--- config.mk ---
export PLATFORM = sky130hd
export DESIGN_NAME = instr_encoder
export DESIGN_NICKNAME = d
export VERILOG_FILES = /design/src/rtl/instr_encoder.sv
export SDC_FILE = /design/constraint.sdc
export NUM_CORES = 1
export LEC_CHECK = 0
export CAP_MARGIN = 15
export CELL_PAD_IN_SITES_DETAIL_PLACEMENT = 0
export CELL_PAD_IN_SITES_GLOBAL_PLACEMENT = 1
export CORE_AREA = 5 5 131 133
export CTS_BUF_LIST = sky130_fd_sc_hd__clkbuf_8 sky130_fd_sc_hd__clkbuf_16
export DETAILED_ROUTE_END_ITERATION = 10
export DIE_AREA = 0 0 136 138
export PLACE_DENSITY_LB_ADDON = 0.1
export SLEW_MARGIN = 20
export SYNTH_ARGS = -nofsm -noshare
export SYNTH_HDL_FRONTEND = slang
export SYNTH_SLANG_ARGS = --single-unit
--- constraint.sdc ---
create_clock -name clk -period 2.39 [get_ports clk]
set_input_delay 0.239 -clock clk [delete_from_list [all_inputs] [get_ports clk]]
set_output_delay 0.239 -clock clk [all_outputs]
set_load 0.005 [all_outputs]
--- src/rtl/instr_encoder.sv ---
// Field-level instruction packer with a small FIFO that streams legal words into IMEM.
// Optional macro INSTR_ENC_ILLEGAL_TRAP_EN: the first illegal request parks the block in TRAP.
module instr_encoder #(
  parameter int unsigned DEPTH     = 4,
  parameter int unsigned AW        = 10,
  parameter int unsigned BASE_ADDR = 0
) (
  input  logic          clk,
  input  logic          rst_n,
  input  logic          start,
  input  logic          flush,
  input  logic          in_valid,
  output logic          in_ready,
  input  logic [2:0]    in_op,
  input  logic [5:0]    in_funct,
  input  logic [4:0]    in_rd,
  input  logic [4:0]    in_rn,
  input  logic [22:0]   in_src2,
  output logic          imem_we,
  input  logic          imem_ready,
  output logic [AW-1:0] imem_addr,
  output logic [31:0]   imem_wdata,
  output logic          done,
  output logic [7:0]    err_count
);

  localparam int unsigned PW = $clog2(DEPTH);
  localparam logic [PW:0] FullCnt = (PW + 1)'(DEPTH);
  localparam logic [AW-1:0] BaseAddr = AW'(BASE_ADDR);

  localparam logic [2:0] StIdle  = 3'd0;
  localparam logic [2:0] StRun   = 3'd1;
  localparam logic [2:0] StFlush = 3'd2;
  localparam logic [2:0] StDone  = 3'd3;
`ifdef INSTR_ENC_ILLEGAL_TRAP_EN
  localparam logic [2:0] StTrap  = 3'd4;
`endif

  logic [2:0]    state_q, state_d;
  logic [31:0]   mem_q [DEPTH];
  logic [PW-1:0] wr_ptr_q, rd_ptr_q;
  logic [PW:0]   count_q, count_d;
  logic [AW-1:0] addr_q;
  logic [7:0]    err_q;

  logic        is_legal;
  logic [31:0] word;
  logic        accept, push, pop;

  always_comb begin
    is_legal = 1'b1;
    case (in_op)
      3'b011, 3'b111: is_legal = 1'b0;
      3'b000: begin
        case (in_funct[4:1])
          4'h0, 4'h1, 4'h2, 4'h3, 4'h4, 4'hC, 4'hD, 4'hF: is_legal = 1'b1;
          default: is_legal = 1'b0;
        endcase
      end
      default: is_legal = 1'b1;
    endcase
  end

  // Branches carry a full 23-bit offset in place of rn/rd/imm.
  always_comb begin
    if (in_op == 3'b010) begin
      word = {in_op, in_funct, in_src2};
    end else begin
      word = {in_op, in_funct, in_rn, in_rd, in_src2[12:0]};
    end
  end

  assign in_ready = (state_q == StRun) && (count_q != FullCnt);
  assign accept   = in_valid && in_ready;
  assign push     = accept && is_legal;
  assign imem_we  = (count_q != '0);
  assign pop      = imem_we && imem_ready;

  always_comb begin
    count_d = count_q;
    case ({push, pop})
      2'b10:   count_d = count_q + 1'b1;
      2'b01:   count_d = count_q - 1'b1;
      default: count_d = count_q;
    endcase
  end

  always_comb begin
    state_d = state_q;
    if (start) begin
      state_d = StRun;
    end else begin
      case (state_q)
        StRun: begin
          if (flush) state_d = StFlush;
`ifdef INSTR_ENC_ILLEGAL_TRAP_EN
          if (accept && !is_legal) state_d = StTrap;
`endif
        end
        StFlush: if (count_q == '0) state_d = StDone;
        default: state_d = state_q;
      endcase
    end
  end

  always_ff @(posedge clk) begin
    if (!rst_n) begin
      state_q  <= StIdle;
      wr_ptr_q <= '0;
      rd_ptr_q <= '0;
      count_q  <= '0;
      addr_q   <= BaseAddr;
      err_q    <= '0;
    end else begin
      state_q <= state_d;
      if (start) begin
        wr_ptr_q <= '0;
        rd_ptr_q <= '0;
        count_q  <= '0;
        addr_q   <= BaseAddr;
        err_q    <= '0;
      end else begin
        if (push) wr_ptr_q <= wr_ptr_q + 1'b1;
        if (pop) begin
          rd_ptr_q <= rd_ptr_q + 1'b1;
          addr_q   <= addr_q + 1'b1;
        end
        count_q <= count_d;
        if (accept && !is_legal && (err_q != 8'hFF)) err_q <= err_q + 1'b1;
      end
    end
  end

  // Storage needs no reset: occupancy gates every read.
  always_ff @(posedge clk) begin
    if (push) mem_q[wr_ptr_q] <= word;
  end

  assign imem_addr  = addr_q;
  assign imem_wdata = imem_we ? mem_q[rd_ptr_q] : 32'h0;
  assign done       = (state_q == StDone);
  assign err_count  = err_q;

endmodule

-- Word-level counts from Yosys, hierarchy flattened
Memories as Yosys holds them, arrays and structs flattened. A register that Yosys moved wholly into a read port is not among the register bits.
Index checks and enable logic that the tools add are counted.
W data, S select, Z words.
- bits in registers: 28
- memory bits (writable): 128
- bits in read-only memories: 16
- bits of input ports: 48
- word-level logic and storage cells: 59
- memories kept: 2
- memories (memory ; depth ; bits a word ; read ports ; clocked after memory_dff ; write ports ; RTL line ; RTL):
    mem_q ; 4 ; 32 ; 1 ; 1 ; 1 ; 40 ; logic [31:0] mem_q [DEPTH];
    (name not given) ; 16 ; 1 ; 1 ; 0 ; 0 ; 55 ; case (in_funct[4:1])
- add/subtract/negate cells: 6
- eq/ne operators: 14
- mux-type cells: 12
- bitwise logic cells: 1
- reduce and logical (&&, ||, !) cells: 17
- operators by type and width (operator ; count):
    $mux W32 ; 1
    $mux W23 ; 1
    $eq A3 B2 Y1 const B ; 4
    $pmux W3 S2 ; 2
    $add A10 B1 Y10 const B ; 1
    $ne A3 B3 Y1 const B ; 3
    $add A8 B1 Y8 const B ; 1
    $ne A8 B8 Y1 const B ; 1
    $logic_and A1 B1 Y1 ; 6
    $logic_not A3 Y1 ; 2
    $mux W3 ; 2
    $reduce_and A3 Y1 ; 2
    $reduce_bool A3 Y1 ; 2
    $add A2 B1 Y2 const B ; 2
    $mux W2 ; 2
    $ne A2 B2 Y1 const B ; 2
    $reduce_bool A2 Y1 ; 2
    $reduce_or A2 Y1 ; 2
    $add A3 B1 Y3 const B ; 1
    $eq A3 B1 Y1 const B ; 1
    $eq A3 B3 Y1 const B ; 1
    $mux W1 ; 3
    $sub A3 B1 Y3 const B ; 1
    $eq A2 B1 Y1 const B ; 1
    other kinds (4) ; 4

-- Depth between registers and ports, before layout
- word-level depth: 6
- gate-level depth with buffers: 10
- mapped depth without buffers: 10

-- Least setup slack after synthesis
OpenSTA, ideal clock, no wires.
- kind: flip-flop to flip-flop
- start point: register count_q[2]
- end point: register count_q[2]
- arrival time: 2.424 ns
- path slack: -0.104 ns
- cell stages (with the launch flop): 11
- buffers on the path: 0
- cell sequence: dfxtp_1 -> or3b_2 -> and4_1 -> nor3b_2 -> inv_1 -> ha_1 -> inv_1 -> fa_1 -> xor2_1 -> or3_1 -> a21oi_1
- cells in the longest elaborated chain, start to end: 6
- ends and longest elaborated chain (item ; RTL line ; RTL):
    from (decl) ; 42 ; logic [PW:0] count_q, count_d;
    from (signal assigned) ; 128 ; count_q <= count_d;
    $ne A3 B3 Y1 ; 73 ; assign in_ready = (state_q == StRun) && (count_q != FullCnt);
    $logic_and A1 B1 Y1 ; 73 ;
    $logic_and A1 B1 Y1 ; 74 ; assign accept = in_valid && in_ready;
    $logic_and A1 B1 Y1 ; 75 ; assign push = accept && is_legal;
    $eq A2 B1 Y1 or $eq A2 B2 Y1 (tied branches) ; 81 ; case ({push, pop})
    $pmux W3 S2 or $reduce_bool A2 Y1 (tied branches) ; - ;
Parallel ways exist; a longest one is shown, timed or not.
A chain may end at the register's enable or synchronous reset.

-- Worst setup path in the final report
- start point: input port in_funct[2]
- end point: register count_q[2]
- cells in the longest elaborated chain, start to end: 5
- ends and longest elaborated chain (item ; RTL line ; RTL):
    from (decl) ; 15 ; input logic [5:0] in_funct,
    $mem_v2 Z16 W1 * ; - ;
    $pmux W1 S2 * ; 52 ; case (in_op)
    $logic_and A1 B1 Y1 * ; 75 ;
    $eq A2 B1 Y1 or $eq A2 B2 Y1 (tied branches) ; 81 ;
    $pmux W3 S2 or $reduce_bool A2 Y1 (tied branches) ; - ;
Mark *: on every way between the ends. The rest lies on a longest branch, timed or not.

==> run metrics <==
number of flops mapped to enable cells by yosys=128; maxcap violations=0; Worst Max-Slew Pin Slew=0.3188 ns; port bufs=100; total CTS buffers=17; Peak VDD IR=0.4560 mV; skew final=0.008829 ns; core area=15,710 sq um; PD cells=677.8 nW/um^2; number of global-route vias before repair=3,832; commonest cells after routing, fill and taps aside=edfxtp_1, clkdlybuf4s50_1, nor2b_1, buf_4, mux4_2; GPL Wtd Cong=0.7515; Fill cells=1,291; Setup CP Type=in2reg; yosys warns=0; Async SR Flop Fraction=0%; DR iter-0 viols=250; Clock Power Share=44.2%; slowest cell on the critical path=clkdlybuf4s50_1; clk_lat worst skew=0.41 ns; Comb pwr share=4.8%; reg2reg path depth=10; Final Cell Area=8633 sq um; I/O pin count=101; Switching Power=1.173 mW; Slew headroom=78.75%; HPWL after DPL=8315 um; crit path capture type=register; Cell Area, Placed=7980 sq um; vias per inst=4.824; GR Util All Layers=14.18%; hold_buf cts=0; Seq pwr share=51.1%; Reg clk slew, reported paths=0.06 ns; Die Height=138 um; Post-Syn Nets=428; part of the cycle the worst path needs=98.21%; CP max FO=2; initial antenna violation count=0; Die W=136 um; total grt overflow=0; Startpoint Class=input pin; Sw Ratio=20.04%; global-route wire length before repair=20,470 um; layout cells sized above 1=25.85%; RSZ-0062 raised after global routing=true; CTS Root Cell=clkbuf_16; # setup viols final=0; Internal Power=4.679 mW; Initial Util=40.52%; crit path DAT=2.68 ns; Max stage delay on crit path=0.47 ns; Syn Std Cell Area=6366 sq um; total power=5.852 mW; Yosys cell types=43; ANT nets after route=0; CTS tree=done; diodes inserted=0; largest net degree at the start of global routing=25; Syn Inst Count=372; die area=18,770 sq um; Min-Delay Path Depth=2; num rows=46; Yosys reg bits=157; Critical Path RT=2.73 ns; sequential area share after synthesis=69.50%; Fmax achieved=0.4260 GHz; DRT Pass-1 Iters=5; CTS sink cnt=157; Hold Violations, Final=0; Min Clock Period, post-route=2.347 ns; final WL=12,570 um; Hold WC Path Type=in2reg; Wirelength per Cell=16.85 um; most common cell after layout, fill and taps aside=edfxtp_1; CTS max path bufs=2; ys flop type=edfxtp_1; outcome=finished clean; critical path, cell by cell=clkdlybuf4s50_1, or2b_2, a311oi_4, nor3b_4, inv_1, ha_2, inv_2, fa_2, xor2_1, or3_1, a21oi_1; area growth from synthesis to layout=35.61%; drt drc=0; fin. max-slew vios=0; Avg Cell Area, Syn=17.11 sq um; via count=3,599; CTS H-tree lvls=4; Total Nets Final=574; Leak=2.995 nW
-- worst paths after layout --
check	slack (ns)	endpoint	start
hold reg to reg	0.51	err_count[1]$_SDFFE_PP0P_	err_count[1]$_SDFFE_PP0P_
hold / removal	0.36	mem_q[0][30]$_DFFE_PP_	in_op[1]
setup / recovery	0.04	count_q[2]$_SDFFE_PP0P_	in_funct[2]
setup reg to reg	0.05	count_q[2]$_SDFFE_PP0P_	count_q[2]$_SDFFE_PP0P_
-- Yosys cell counts, drive strengths merged (2+ instances only) --
cell type	n	area, sq um
mux2	10	112.6
nand2	5	18.77
nor2b	33	206.5
dfxtp	29	580.6
o21a	2	15.01
clkbuf	10	37.54
o21ai	6	30.03
xor2	11	96.34
nand4	4	25.02
or2b	2	17.52
mux2i	2	20.02
edfxtp	128	3844
or3	7	48.80
ha	7	87.58
and4	2	17.52
xnor2	4	35.03
nor3b	2	20.02
nor2	22	82.58
a311oi	2	35.04
and2	6	38.79
and3	4	25.02
mux4	32	720.7
nand3	6	30.03
a21oi	9	45.04
inv	10	37.54
buf	6	35.03
-- routing by layer --
layer,vias to the layer above,wire (um),global-route usage [%]
li1,1714,-,-
met5,-,0,0
met1,1803,5474,17.97
met3,14,572,3.955
met4,0,135,4.615
met2,68,6391,23.55
-- metrics by stage --
stage | setup TNS, ns | hold slack (ns) | utilization [%] | instances | setup slack (ns)
after global placement | -0.6331 | 0.4941 | 50.79 | 706 | -0.4020
final | 0 | 0.3562 | 54.95 | 746 | 0.04285
after floorplan | 0 | 0.3379 | - | 372 | 0.07208
after detailed placement | -0.6716 | 0.5108 | 50.79 | 706 | -0.4371
after global routing | -0.04557 | 0.3547 | 54.95 | 746 | -0.04074
after CTS | 0 | 0.3432 | 54.37 | 737 | 0.0004026
-- kinds of logic (layout without fill, tap and decap cells) --
family	Yosys count	count (layout)	synth area share (%)
compound gates	24	24	2.712
xor+xnor	15	15	2.064
fa+ha+maj	8	8	1.690
buf+inv	26	184	1.730
flops	157	157	69.50
mux	44	44	13.40
simple gates	98	98	8.904
-- repair_timing --
item | 4_1_cts | 5_1_grt
endpoints found under the setup margin | 16 | 20
pin swaps | 1 | 1
resized for setup | 10 | 10
buffers inserted | 0 | 9
-- worst max-delay path: cells and delay by family --
family | cells | cell delay [ns]
and+or+nand+nor | 3 | 0.71
AOI/OAI and AO/OA | 2 | 0.51
buffers and inverters | 3 | 0.58
xor gates and xnor gates | 1 | 0.15
adders and majority gates | 2 | 0.50
-- final cells by class --
| type | count | area (sq um) | area share (%) |
|---|---|---|---|
| repair buffers | 143 | 1460 | 16.91 |
| clock buffers | 17 | 425.4 | 4.928 |
| multi-input cells | 189 | 1863 | 21.58 |
| flip-flops and latches | 157 | 4431 | 51.32 |
| well taps | 216 | 270.3 | 3.130 |
| inverters | 10 | 37.54 | 0.4348 |
| clock inverters | 14 | 146.4 | 1.696 |
-- state kept, by name, indices dropped and copies added (netlist names), named ones only --
register	count
count_q	3
err_count	8
imem_addr	10
mem_q	128
rd_ptr_q	2
state_q	2
wr_ptr_q	2
-- power by group through the flow --
| stage | Sequential, mW | Combinational (mW) | Clock, mW |
|---|---|---|---|
| 6_report | 2.99 | 0.278 | 2.58 |
| 5_1_grt | 2.99 | 0.304 | 2.78 |
| 4_1_cts | 2.99 | 0.284 | 2.64 |
| 3_5_place_dp | 3.05 | 0.285 | 0 |
| 3_3_place_gp | 3.05 | 0.281 | 0 |
| 2_1_floorplan | 3.05 | 0.105 | 0 |
Power figures use the tool's default switching activity.
